===== config.mk =====
export PLATFORM = sky130hd
export DESIGN_NAME = booth_r4_mult_seq
export DESIGN_NICKNAME = d
export VERILOG_FILES = /design/src/rtl/booth_pkg.sv /design/src/rtl/booth_r4_recoder.sv /design/src/rtl/booth_r4_mult_seq.sv
export SDC_FILE = /design/constraint.sdc
export NUM_CORES = 1
export LEC_CHECK = 0
export ABC_AREA = 1
export BUFFER_PORTS_ARGS = -buffer_cell sky130_fd_sc_hd__buf_2
export CAP_MARGIN = 30
export CORE_MARGIN = 3
export CORE_UTILIZATION = 58
export CTS_CLUSTER_SIZE = 20
export DETAILED_ROUTE_END_ITERATION = 8
export HOLD_SLACK_MARGIN = 0.12
export PLACE_DENSITY_LB_ADDON = 0.05
export SYNTH_ARGS = -nofsm -noshare
export SYNTH_HDL_FRONTEND = slang
export SYNTH_HIERARCHICAL = 1
export SYNTH_SLANG_ARGS = --single-unit

===== constraint.sdc =====
create_clock -name clk -period 3.7 [get_ports clk]
set_input_delay 0.37 -clock clk [delete_from_list [all_inputs] [get_ports clk]]
set_output_delay 0.37 -clock clk [all_outputs]
set_load 0.005 [all_outputs]

===== src/rtl/booth_pkg.sv =====
// booth_pkg: shared digit/state encodings and iteration count for the radix-4 Booth multiplier.
package booth_pkg;
    typedef enum logic {ST_IDLE, ST_RUN} state_t;
    // digit = {negate, magnitude}
    localparam logic [2:0] DIG_ZERO = 3'b000;
    localparam logic [2:0] DIG_P1   = 3'b001;
    localparam logic [2:0] DIG_P2   = 3'b010;
    localparam logic [2:0] DIG_M1   = 3'b101;
    localparam logic [2:0] DIG_M2   = 3'b110;
    function automatic int niter(input int width);
        return width / 2 + 1;
    endfunction
endpackage


===== src/rtl/booth_r4_recoder.sv =====
// booth_r4_recoder: maps a {q1,q0,q-1} window to a Booth digit magnitude and sign.
module booth_r4_recoder
    import booth_pkg::*;
(
    input  logic [2:0] window,
    output logic [1:0] mag,
    output logic       neg
);
    logic [2:0] dig;
    always_comb begin
        case (window)
            3'b001, 3'b010: dig = DIG_P1;
            3'b011:         dig = DIG_P2;
            3'b100:         dig = DIG_M2;
            3'b101, 3'b110: dig = DIG_M1;
            default:        dig = DIG_ZERO;
        endcase
    end
    assign mag = dig[1:0];
    assign neg = dig[2];
endmodule


===== src/rtl/booth_r4_mult_seq.sv =====
// booth_r4_mult_seq: sequential radix-4 Booth multiplier, one partial product per clock,
// signed/unsigned per operation, start/busy/done handshake with a held result.
module booth_r4_mult_seq
    import booth_pkg::*;
#(
    parameter int WIDTH = 8
) (
    input  logic                 clk,
    input  logic                 rst,
    input  logic                 start,
    input  logic                 signed_mode,
    input  logic [WIDTH-1:0]     a,
    input  logic [WIDTH-1:0]     b,
    output logic                 busy,
    output logic                 done,
    output logic [2*WIDTH-1:0]   prod
);
    localparam int NITER = niter(WIDTH);
    localparam int QW    = WIDTH + 2;
    localparam int AW    = WIDTH + 4;
    localparam int TW    = AW + QW + 1;
    localparam int CW    = $clog2(NITER);
    localparam logic [CW-1:0] LAST = CW'(NITER - 1);

    state_t               state;
    logic [QW-1:0]        m, q;
    logic                 q_1;
    logic signed [AW-1:0] acc;
    logic [CW-1:0]        cnt;
    logic [1:0]           mag;
    logic                 neg;
    logic signed [AW-1:0] m_ext, pp, acc_sum;
    logic signed [TW-1:0] sh;
    logic [QW-1:0]        a_ext, b_ext;

    booth_r4_recoder u_rec (.window({q[1:0], q_1}), .mag(mag), .neg(neg));

    always_comb begin
        a_ext   = signed_mode ? {{2{a[WIDTH-1]}}, a} : {2'b00, a};
        b_ext   = signed_mode ? {{2{b[WIDTH-1]}}, b} : {2'b00, b};
        m_ext   = {{2{m[QW-1]}}, m};
        pp      = mag == 2'd2 ? m_ext <<< 1 : mag == 2'd1 ? m_ext : '0;
        acc_sum = neg ? acc - pp : acc + pp;
        sh      = $signed({acc_sum, q, q_1}) >>> 2;
    end

    always_ff @(posedge clk) begin
        if (!rst) begin
            state <= ST_IDLE;
            busy  <= 1'b0;
            done  <= 1'b0;
            prod  <= '0;
            m     <= '0;
            q     <= '0;
            q_1   <= 1'b0;
            acc   <= '0;
            cnt   <= '0;
        end else begin
            done <= 1'b0;
            if (state == ST_IDLE) begin
                if (start) begin
                    m     <= a_ext;
                    q     <= b_ext;
                    q_1   <= 1'b0;
                    acc   <= '0;
                    cnt   <= '0;
                    busy  <= 1'b1;
                    state <= ST_RUN;
                end
            end else begin
                acc <= sh[TW-1 -: AW];
                q   <= sh[QW:1];
                q_1 <= sh[0];
                cnt <= cnt + 1'b1;
                // After the last shift the low 2*WIDTH bits of {acc,q} are the product
                if (cnt == LAST) begin
                    prod  <= sh[2*WIDTH:1];
                    done  <= 1'b1;
                    busy  <= 1'b0;
                    state <= ST_IDLE;
                end
            end
        end
    end
endmodule


; Word level (Yosys, flattened, before mapping)
; Cells that the tools add are included.
[classes]
n_addsub = 3
eq_ne = 10
n_mux = 21
n_bitwise = 1
reduce_logical = 7
[ops]
columns = operator, count
row1 = $mux W12, 5
row2 = $mux W10, 4
row3 = $add A12 B12 Y12, 1
row4 = $eq A3 B3 Y1 const B, 4
row5 = $pmux W3 S4, 1
row6 = $sub A12 B12 Y12, 1
row7 = $mux W1, 9
row8 = $reduce_and A2 Y1, 4
row9 = $eq A3 B2 Y1 const B, 2
row10 = $mux W3, 2
row11 = $reduce_or A2 Y1, 2
row12 = $add A3 B1 Y3 const B, 1
row13 = $eq A3 B1 Y1 const B, 1
row14 = $eq A2 B1 Y1 const B, 1
row15 = $eq A2 B2 Y1 const B, 1
row16 = $ne A2 B1 Y1 const B, 1
row17 = $reduce_bool A2 Y1, 1
row18 = $not A1 Y1, 1
[word_totals]
ff_bits = 55
inputBits = 20
out_inout_bits = 18

; Longest topological paths before layout
[depth]
depth_word = 9
mapped_depth = 26
ltp_nobuf = 25

; Modules after synthesis
; The synthesis kept the hierarchy.
[modules_own_cells]
columns = mod, instances, cells_each, area_per_inst_um2
row1 = booth_r4_mult_seq, 1, 390, 2912.8
row2 = booth_r4_recoder, 1, 9, 37.5

; Worst setup path before layout
; No wires, ideal clock.
[synth_timing]
kind = register to register
from = register q_1
to = register acc[10]
arrival_ns = 2.935
setup_slack_ns = 0.699
path_stages_with_launch = 25
path_buffers = 1
period_less_slack_ns = 3.001
path_cell_list = dfxtp_1 > nor2_2 > nor2_1 > buf_6 > nor2_4 > nand2_2 > nand2_2 > inv_1 > ha_1 > inv_1 > nor2_1 > nand3_1 > o31ai_1 > xor2_1 > ha_1 > inv_1 > o21ai_0 > inv_1 > nand2_1 > a21oi_1 > o21ai_0 > inv_1 > nand3_2 > nand3_2 > a21oi_2
[synth_via]
elab_chain_cells = 9
[synth_rtl]
columns = item, line
row1 = start: declaration, booth_r4_mult_seq.sv:27  ; logic q_1;
row2 = start signal: assignment, booth_r4_mult_seq.sv:73  ; q_1 <= sh[0];
row3 = "$eq A3 B3 Y1, or another cell as far along", booth_r4_recoder.sv:11  ; case (window)
row4 = $reduce_or A2 Y1, booth_r4_recoder.sv:11
row5 = $pmux W3 S4 *, booth_r4_recoder.sv:11
row6 = via mag[0], booth_r4_mult_seq.sv:30  ; logic [1:0] mag;
row7 = $eq A2 B1 Y1, booth_r4_mult_seq.sv:42  ; pp = mag == 2'd2 ? m_ext <<< 1 : mag == 2'd1 ? m_ext : '0;
row8 = $mux W12, booth_r4_mult_seq.sv:42
row9 = $mux W12 *, booth_r4_mult_seq.sv:42
row10 = $add A12 B12 Y12 / $sub A12 B12 Y12 (equally long branches), booth_r4_mult_seq.sv:43  ; acc_sum = neg ? acc - pp : acc + pp;
row11 = $mux W12 *, booth_r4_mult_seq.sv:43
row12 = $mux W12 *, booth_r4_mult_seq.sv:60  ; if (state == ST_IDLE) begin
row13 = end signal: assignment, booth_r4_mult_seq.sv:71  ; acc <= sh[TW-1 -: AW];
row14 = end: declaration, booth_r4_mult_seq.sv:28  ; logic signed [AW-1:0] acc;
; The timed path passes the listed nets; every way through them passes the cells marked *.
; A chain may end at the register's enable or synchronous reset.

; Worst setup path after layout
; Ends and elaborated chain as after synthesis.

==> key figures <==
Hold path
  • Worst Hold Depth: 3
  • Hold Path Class: input port to flop

Timing
  • Final period utilization: 88.5%
  • Fin crit period: 3.27 ns
  • Hold Violations, Final: 0
  • Setup TNS: 0 ns
  • Clock skew: 0.00976 ns
  • Max-slew violations: 0
  • Final worst slack: 0.426 ns
  • Unrepaired setup endpoints after global routing: false
  • Slew @ Worst Pin: 0.566 ns
  • Final number of setup-violating endpoints: 0
  • Relative slew slack: 62.1%
  • Fmax: 305 MHz

Synthesis
  • Post-synth top flop: dfxtp_1
  • Cells after Synth: 399
  • Mapped Area: 2950 um2
  • Top post-synthesis cells by count: 104 x nand2_1, 52 x dfxtp_1, 43 x inv_1
  • Yosys warns: 6
  • Cell with the most instances after synthesis: nand2_1
  • Mean Syn Cell Area: 7.39 um2
  • Async SR Flop Fraction: 0%
  • Unique cell type count in the Yosys netlist: 39
  • Sequential cell area fraction in the yosys report: 35.3%
  • Post-synth EDFFs: 0
  • Most area-hungry cell type in the Yosys netlist: dfxtp_1
  • Top cells by area, synth: dfxtp_1 35%, nand2_1 13%, nand3_1 7.1%
  • Share of the synthesized area in the top cell type: 35.3%
  • #FFs+latches synth: 52
  • Post-Syn Nets: 434

Clocking
  • CTS H-Tree Depth: 2
  • Cts hold-fix bufs: 0
  • Clock Path Buffers: 2
  • Later-pin clock latency in the skew report: 0.31 ns
  • CTS tree: yes
  • CTS Buf Count: 5
  • CTS Sinks: 52
  • Clk pin slew, worst setup/hold paths: 0.10 ns
  • Root Driver: clkbuf_8

Worst setup path
  • Critical path arrival: 3.52 ns
  • CP Data Required Time: 3.95 ns
  • CP max FO: 10
  • Reg2reg setup slack: 0.43 ns
  • R2R depth: 24
  • Critical Path Source: q_1
  • Crit path to: acc[10]
  • FF-to-FF End: acc[10]
  • Startpoint types: flop
  • Critical path class: flop to flop
  • Worst r2r src: q_1
  • Critical path endpoint category: flop

Final layout
  • Diodes inserted: 0
  • Nets: 471
  • Fillcell total: 413
  • Synth-to-layout area growth: 10.2%
  • Final non-filler cell total: 504
  • Fraction of layout cells with a size suffix above 1: 19.2%

Floorplanning
  • Core area: 4820 um2
  • Initial Util: 61.2%
  • Die W: 77.3 um
  • DIE AREA: 5980 um2
  • I/O pin count: 38
  • Row cnt: 25
  • Die height: 77.3 um

Global route
  • Total GRT Usage: 23.0%
  • Gr busiest metal: met2
  • Grt ovf: 0
  • Initial antenna violation count: 0
  • Vias in the first global route: 2548
  • M2 GR Usage: 39.6%
  • Grt met3 use: 3.76%
  • Largest net degree at the start of global routing: 27
  • Grt met1 use: 29.4%
  • First-pass GRT wire length: 11300 um

Power and ir drop
  • Overall power: 0.00169 W
  • PD cells: 521 nW/um2
  • Max VDD drop: 0.000319 V
  • Leak: 1.56 nW

Route
  • TritonRoute pass-1 iters: 5
  • Drc violations: 0
  • Vias per Instance: 5.23
  • Final ANT Viol Nets: 0
  • WL final: 6370 um
  • Via count: 2635
  • WL/cell: 12.6 um
  • 1st-iter DRT viols: 87

Placement
  • DPL Wire Length: 4760 um
  • Port bufs: 37
  • Final GP Congestion: 0.906
  • DP Worst Slack: 0.334 ns
  • Dpl cells: 496

Flow run
  • Max-cap viol count: 0

Status
  • Status: finished, final reports clean
-- area by class of cell --
cell class / instances / area [um2] / area share, %
clock inverters: 1 / 8.76 / 0.269
inverters: 47 / 184 / 5.66
well taps: 67 / 83.8 / 2.58
clock buffers: 7 / 76.3 / 2.35
flip-flops and latches: 52 / 1040 / 32.0
repair buffers: 41 / 215 / 6.62
multi-input cells: 289 / 1640 / 50.5
-- kinds of logic after synthesis --
group                      after synthesis  synth area share, %
AOI/OAI and AO/OA                       66                 13.1
xor gates and xnor gates                13                 3.86
adders and majority gates               15                 6.62
buffers and inverters                   58                 9.29
DFF                                     52                 35.3
and+or+nand+nor                        195                 31.9
-- sequential cells by signal (all words and copies together), names as in the netlist --
name and flops:
prod 16, done 1, q_1 1, cnt 3, state 1, m 9, acc 10, busy 1
q 10
-- placed cells by master (no fill, tap or decap), drive strengths merged, types with 6 or more instances in the layout --
cell,netlist,routed
inv,46,46
xor2,9,9
a21oi,26,26
nand2,113,113
nor2,22,22
a22o,6,6
clkbuf,3,7
ha,14,14
dfxtp,52,52
buf,8,41
nand3,51,51
o21ai,22,22
-- stage by stage --
stage	utilization, %	area (um2)	hold WS (ns)
after floorplan	-	2950	0.439
after global placement	65.6	3160	0.454
after detailed placement	65.6	3160	0.457
after CTS	67.4	3240	0.248
after global routing	67.5	3250	0.256
final	67.5	3250	0.255
-- routing by layer --
metal	part of all wire, %	routed length, um
met5	0	0
met4	1.5	94
met3	4.4	279
met2	48	3070
met1	46	2930
-- critical path, stage by stage, from the launching register on --
cell	delay, ns
dfxtp_1	0.35
nor2_2	0.13
nand2_1	0.07
nand2_2	0.19
inv_8	0.08
nand3_1	0.08
nand2_2	0.08
inv_1	0.07
ha_1	0.14
inv_1	0.04
nor2_1	0.13
nand3_1	0.11
o31ai_1	0.27
xor2_1	0.11
ha_1	0.38
inv_1	0.05
o21ai_0	0.15
inv_1	0.06
nand2_1	0.08
a21oi_2	0.05
o21ai_0	0.27
inv_1	0.09
nand3_2	0.08
nand3_2	0.06
a21oi_2	0.11
-- power by group --
| part | total, W | internal, W | switching [W] |
|---|---|---|---|
| Clock | 0.000324 | 0.000136 | 0.000188 |
| Combinational | 0.000727 | 0.000280 | 0.000447 |
| Sequential | 0.000644 | 0.000607 | 0.0000363 |
-- worst min-delay path by stage --
| stage | startpoint | to | slack, ns |
|---|---|---|---|
| detailed placement | cnt[2] | cnt[2] | 0.46 |
| CTS | a[2] | m[2] | 0.25 |
| global placement | q[4] | prod[2] | 0.45 |
| finish | a[2] | m[2] | 0.25 |
| floorplan | cnt[2] | cnt[2] | 0.44 |
| global route | a[2] | m[2] | 0.26 |
-- repair_timing --
| action | in CTS | in global routing |
|---|---|---|
| setup buffers | 0 | 0 |
| endpoints found under the setup margin | 0 | 3 |
| resized for setup | 0 | 2 |
(Power assumes the default switching activity.)
